--- src/rtl/keypad_emulator.sv ---
// -----------------------------------------------------------------------------
// keypad_emulator
//   Emulates a 4x4 active-low matrix keypad. A key code is accepted on a
//   valid/ready handshake. The key is then pressed for HOLD_CYCLES clocks and
//   released for RELEASE_CYCLES clocks. After that the block returns to idle
//   and pulses done. While the key is pressed, colread returns the key's
//   column whenever the scanner strobes the key's row on rowwrite.
//
//   Optional build macro: KEYPAD_BOUNCE_EN
//     When defined, the first BOUNCE_CYCLES clocks of PRESS and of RELEASE
//     toggle the contact every BOUNCE_PERIOD clocks. Each phase starts at its
//     nominal level and also ends at that level.
//
// Ports
//   clk        in   system clock
//   rst_n      in   asynchronous active-low reset
//   key_code   in   [3:0] hex code of the key to press
//   key_valid  in   request strobe
//   key_ready  out  high in IDLE; accept = key_valid && key_ready at posedge
//   rowwrite   in   [3:0] active-low row strobe from the scanner
//   colread    out  [3:0] active-low column return (4'b1111 = no key)
//   busy       out  high in PRESS or RELEASE
//   done       out  one-cycle pulse when a sequence completes
// -----------------------------------------------------------------------------
module keypad_emulator #(
  parameter int unsigned HOLD_CYCLES    = 2000000,
  parameter int unsigned RELEASE_CYCLES = 2000000,
  parameter int unsigned CNT_W          = 24,
  parameter int unsigned BOUNCE_CYCLES  = 262144,
  parameter int unsigned BOUNCE_PERIOD  = 4096
) (
  input  logic       clk,
  input  logic       rst_n,
  input  logic [3:0] key_code,
  input  logic       key_valid,
  output logic       key_ready,
  input  logic [3:0] rowwrite,
  output logic [3:0] colread,
  output logic       busy,
  output logic       done
);

  typedef enum logic [1:0] {IDLE, PRESS, RELEASE} state_t;

  localparam logic [CNT_W-1:0] HOLD_LD = CNT_W'(HOLD_CYCLES - 1);
  localparam logic [CNT_W-1:0] REL_LD  = CNT_W'(RELEASE_CYCLES - 1);

  // Configuration check at elaboration: every count must fit the counter.
  if (HOLD_CYCLES == 0 || RELEASE_CYCLES == 0 || BOUNCE_PERIOD == 0 ||
      64'(HOLD_CYCLES)    >= (64'd1 << CNT_W) ||
      64'(RELEASE_CYCLES) >= (64'd1 << CNT_W) ||
      64'(BOUNCE_CYCLES)  >= (64'd1 << CNT_W) ||
      64'(BOUNCE_PERIOD)  >= (64'd1 << CNT_W)) begin : g_cfg_err
    $error("keypad_emulator: cycle parameter is zero or exceeds CNT_W range");
  end

  // Returns {row, col} of a hex key in the keypad matrix.
  function automatic logic [3:0] decode(input logic [3:0] code);
    logic [3:0] rc;
    case (code)
      4'h1: rc = {2'd0, 2'd0};
      4'h2: rc = {2'd0, 2'd1};
      4'h3: rc = {2'd0, 2'd2};
      4'hA: rc = {2'd0, 2'd3};
      4'h4: rc = {2'd1, 2'd0};
      4'h5: rc = {2'd1, 2'd1};
      4'h6: rc = {2'd1, 2'd2};
      4'hB: rc = {2'd1, 2'd3};
      4'h7: rc = {2'd2, 2'd0};
      4'h8: rc = {2'd2, 2'd1};
      4'h9: rc = {2'd2, 2'd2};
      4'hC: rc = {2'd2, 2'd3};
      4'hE: rc = {2'd3, 2'd0};
      4'h0: rc = {2'd3, 2'd1};
      4'hF: rc = {2'd3, 2'd2};
      default: rc = {2'd3, 2'd3};  // 4'hD
    endcase
    return rc;
  endfunction

  state_t           state_q;
  logic [CNT_W-1:0] cnt_q;
  logic [3:0]       code_q;
  logic [3:0]       colread_q;
  logic             key_ready_q, busy_q, done_q;

  logic [3:0] rc;
  logic [3:0] row_pat, col_pat;
  logic       accept, cnt_zero, pressed;

  // NOTE: every signal assigned in always_comb gets a default first, so that
  // no path through the block leaves it unassigned and infers a latch.
  always_comb begin
    rc       = decode(code_q);
    row_pat  = ~(4'b0001 << rc[3:2]);
    col_pat  = ~(4'b0001 << rc[1:0]);
    accept   = (state_q == IDLE) && key_valid;
    cnt_zero = (cnt_q == '0);
  end

`ifdef KEYPAD_BOUNCE_EN
  if (BOUNCE_CYCLES >= HOLD_CYCLES || BOUNCE_CYCLES >= RELEASE_CYCLES) begin : g_bnc_err
    $error("keypad_emulator: BOUNCE_CYCLES must be shorter than both phases");
  end

  logic [CNT_W-1:0] bnc_win_q, bnc_per_q;
  logic             bnc_act_q, bnc_lvl_q;

  // The window counter limits how long bouncing lasts. The period counter
  // sets when the contact toggles. On each phase entry both counters reload
  // and the contact starts at the nominal level of that phase.
  always_ff @(posedge clk or negedge rst_n) begin
    if (!rst_n) begin
      bnc_win_q <= '0;
      bnc_per_q <= '0;
      bnc_act_q <= 1'b0;
      bnc_lvl_q <= 1'b0;
    end else if (accept || (state_q == PRESS && cnt_zero)) begin
      bnc_act_q <= (BOUNCE_CYCLES != 0);
      bnc_win_q <= CNT_W'(BOUNCE_CYCLES - 1);
      bnc_per_q <= CNT_W'(BOUNCE_PERIOD - 1);
      bnc_lvl_q <= accept;
    end else if (state_q == RELEASE && cnt_zero) begin
      bnc_act_q <= 1'b0;
    end else if (bnc_act_q) begin
      if (bnc_win_q == '0) bnc_act_q <= 1'b0;
      else                 bnc_win_q <= bnc_win_q - 1'b1;
      if (bnc_per_q == '0) begin
        bnc_per_q <= CNT_W'(BOUNCE_PERIOD - 1);
        bnc_lvl_q <= ~bnc_lvl_q;
      end else begin
        bnc_per_q <= bnc_per_q - 1'b1;
      end
    end
  end

  assign pressed = bnc_act_q ? bnc_lvl_q : (state_q == PRESS);
`else
  assign pressed = (state_q == PRESS);
`endif

  // NOTE: sequential state uses non-blocking assignments only. The reset is
  // in the sensitivity list, so colread returns to 4'b1111 as soon as rst_n
  // falls and does not wait for a clock edge.
  always_ff @(posedge clk or negedge rst_n) begin
    if (!rst_n) begin
      state_q     <= IDLE;
      cnt_q       <= '0;
      code_q      <= 4'h0;
      colread_q   <= 4'b1111;
      key_ready_q <= 1'b1;
      busy_q      <= 1'b0;
      done_q      <= 1'b0;
    end else begin
      done_q <= 1'b0;
      // colread follows the current press level with one clock of latency.
      // A rowwrite value that is not exactly one-hot-low never matches.
      colread_q <= (pressed && rowwrite == row_pat) ? col_pat : 4'b1111;
      case (state_q)
        IDLE: if (accept) begin
          code_q      <= key_code;
          cnt_q       <= HOLD_LD;
          state_q     <= PRESS;
          key_ready_q <= 1'b0;
          busy_q      <= 1'b1;
        end
        PRESS: if (cnt_zero) begin
          cnt_q   <= REL_LD;
          state_q <= RELEASE;
        end else begin
          cnt_q <= cnt_q - 1'b1;
        end
        RELEASE: if (cnt_zero) begin
          state_q     <= IDLE;
          key_ready_q <= 1'b1;
          busy_q      <= 1'b0;
          done_q      <= 1'b1;
        end else begin
          cnt_q <= cnt_q - 1'b1;
        end
        default: state_q <= IDLE;
      endcase
    end
  end

  assign colread   = colread_q;
  assign key_ready = key_ready_q;
  assign busy      = busy_q;
  assign done      = done_q;

endmodule

--- config.mk ---
export PLATFORM = sky130hd
export DESIGN_NAME = keypad_emulator
export DESIGN_NICKNAME = d
export VERILOG_FILES = /design/src/rtl/keypad_emulator.sv
export SDC_FILE = /design/constraint.sdc
export NUM_CORES = 1
export LEC_CHECK = 0
export CORE_MARGIN = 2
export CORE_UTILIZATION = 35
export CTS_BUF_LIST = sky130_fd_sc_hd__clkbuf_2 sky130_fd_sc_hd__clkbuf_4 sky130_fd_sc_hd__clkbuf_8
export DETAILED_ROUTE_END_ITERATION = 8
export HOLD_SLACK_MARGIN = 0.12
export PLACE_DENSITY = 0.54
export SLEW_MARGIN = 20
export SYNTH_ARGS = -nofsm -noshare
export SYNTH_HDL_FRONTEND = slang
export SYNTH_SLANG_ARGS = --single-unit
--- constraint.sdc ---
create_clock -name clk -period 3.01 [get_ports clk]
set_input_delay 0.301 -clock clk [delete_from_list [all_inputs] [get_ports clk]]
set_output_delay 0.301 -clock clk [all_outputs]
set_load 0.01 [all_outputs]
==> metrics <==
status complete, no violations; share of layout cells above drive strength 1 16.3%; CP Launch Type flip-flop; yosys warns 0; Clock Tree Buf Depth 2; clk root buf clkbuf_8; Synth async-reset ratio 100%; # diodes 0; Fillers 714; Cell variety after synth 63; PortBufs 17; number of flops mapped to enable cells by yosys 0; Synth Register Bits 37; slowest stage delay, CP 0.49 ns; Setup Buffers After CTS 0; vias per cell 5.61; final setup vio count 0; Num CTS Buffers 5; global-route wire length before repair 10,600 um; largest net degree at the start of global routing 38; Setup crit end kind flip-flop; reg2reg setup slack 0.39 ns; Routed wire per std cell 15.8 um; WP data arrival 2.86 ns; Placed Cells 382; Slew Viols, Final 0; Leak 1.16 nW; most frequent cells in the layout 32 x dfrtp_1, 26 x a21oi_1, 25 x o21ai_0, 18 x nor2_1, 16 x clkdlybuf4s50_1; Cell Area, Synth 2450 um2; Crit Path Category flip-flop to flip-flop; Hold-fix buffers, CTS 0; reg2reg path depth 7; GP Congestion 0.834; Fmax 382 MHz; PwrDens 328 nW/um2; die width 87.7 um; DRC Markers 0; final wirelength 6180 um; row count 30; most common cell after layout, fill and taps aside dfrtp_1; Clock Skew 0.00457 ns; post_cts resized 0; via count 2,189; H-tree depth 2; total gr overflow 0; Max stage delay cell, worst path or3b_1; die area 7690 um2; Num Clock Sinks 37; Syn Inst Count 277; Hold Violations, Final 0; IR drop worst, VDD 142 uV; CTS tree built; Final TNS setup 0 ns; period utilization 86.9%; Avg Inst Size Synth 8.85 um2; clock period minus worst slack 2.62 ns; register area share after synthesis 38.0%; Global Route Usage Sum 17.7%; RR Endpoint cnt_q[19]; Hold Path Class input port to async pin; Initial DRT Pass Iterations 4; clock transition at the registers of the reported paths 0.08 ns; Crit path required time 3.25 ns; Skew-Pair Late Insertion Delay 0.30 ns; initial core utilization 36.1%; Post-synth top flop dfrtp_1; number of global-route vias before repair 2,111; Relative slew margins 41.9%; Worst-Margin Slew 0.871 ns; 1st-iter DRT viols 125; Worst R2R Start cnt_q[0]; Syn Nets 292; Die H 87.7 um; antenna violations before repair 0; crit-path cells inv_1 -> ha_1 -> or3b_1 -> nor4_2 -> a41oi_2 -> a21oi_1 -> o221a_2; max-cap violation count 0; core area 6790 um2; crit path max fanout 12; hold_ws 0.107 ns; synthesis-to-layout area growth 15.2%; RSZ-0062 raised after global routing false; Total Nets Final 308; post-route ant nets 0; Ports 18; Crit. Startpoint cnt_q[0]; DP HPWL 4260 um; fin cells 390
-- flip-flops by register name (all words and copies together), names as in the netlist --
name	count
done	1
cnt_q	24
colread	4
state_q	2
key_ready	1
code_q	4
busy	1
-- how the worst max path moves through the flow --
stage	to	slack [ns]	cells after the start
2_1_floorplan	cnt_q[8]	0.79	9
3_3_place_gp	cnt_q[19]	0.38	7
3_5_place_dp	cnt_q[19]	0.37	7
4_1_cts	cnt_q[19]	0.41	7
5_1_grt	cnt_q[19]	0.21	7
6_report	cnt_q[19]	0.39	7
-- worst max-delay path: cells and delay by family, from the launching register on --
kind            cells  cell delay [ns]
buf+inv             1             0.09
flops               1             0.41
simple gates        2             0.97
compound gates      3             0.88
fa+ha+maj           1             0.20
-- layer usage --
metal,wire [um],GRT usage [%],vias to the layer above
met4,76,5.03,0
met2,3000,29.3,28
met5,0,0,-
met3,168,3.96,7
li1,-,-,1084
met1,2930,23.2,1070
-- metrics by stage --
stage	setup WS (ns)	area, um2	total power [mW]	util [%]
floorplan	0.794	2450	0.516	-
global placement	0.375	2720	0.544	40.1
detailed placement	0.373	2720	0.544	40.1
CTS	0.407	2820	0.936	41.6
global route	0.210	2820	0.969	41.6
finish	0.394	2820	0.925	41.6
-- kinds of logic after synthesis --
logic type                 synth area share [%]
muxes                                      2.65
xor gates and xnor gates                  0.714
and+or+nand+nor                            24.7
buffers and inverters                      4.44
adders and majority gates                  2.04
AOI/OAI and AO/OA                          27.4
DFF                                        38.0
-- cell type report --
type                            count  area [um2]  share of cell area, %
Multi-Input combinational cell    214        1410                   50.0
Timing Repair Buffer               24         218                   7.71
Inverter                           11        41.3                   1.46
Clock inverter                      1        5.00                  0.177
Tap cell                           96         120                   4.25
Sequential cell                    37         932                   33.0
Clock buffer                        7        96.3                   3.41
-- synth_stat cells (all sizes together) (2+ instances only) --
cell	instances	area [um2]
a211oi	2	15.0
a21boi	2	18.8
a21o	2	15.0
a21oi	27	139
a22o	5	43.8
a31oi	10	62.6
a41oi	3	33.8
and3	3	21.3
buf	5	30.0
clkbuf	10	37.5
dfrtp	32	801
dfstp	5	131
ha	4	50.1
inv	11	41.3
mux2	4	45.0
mux2i	2	20.0
nand2	13	48.8
nand2b	5	31.3
nand3	15	75.1
nand3b	4	30.0
nand4	5	31.3
nor2	18	67.6
nor2b	2	12.5
nor3	8	40.0
nor4	7	92.6
o211a	2	20.0
o211ai	2	15.0
o21a	2	15.0
o21ai	27	143
o221a	2	22.5
o22ai	3	18.8
o31ai	4	30.0
or2	6	37.5
or3	3	18.8
or3b	2	17.5
or4	5	45.0
-- power breakdown --
part           internal, mW  switching [mW]
clock network         0.207           0.185
logic                0.0161          0.0193
registers             0.498        0.000113
total                 0.721           0.204
No activity file was read; power rests on OpenSTA's default activity.
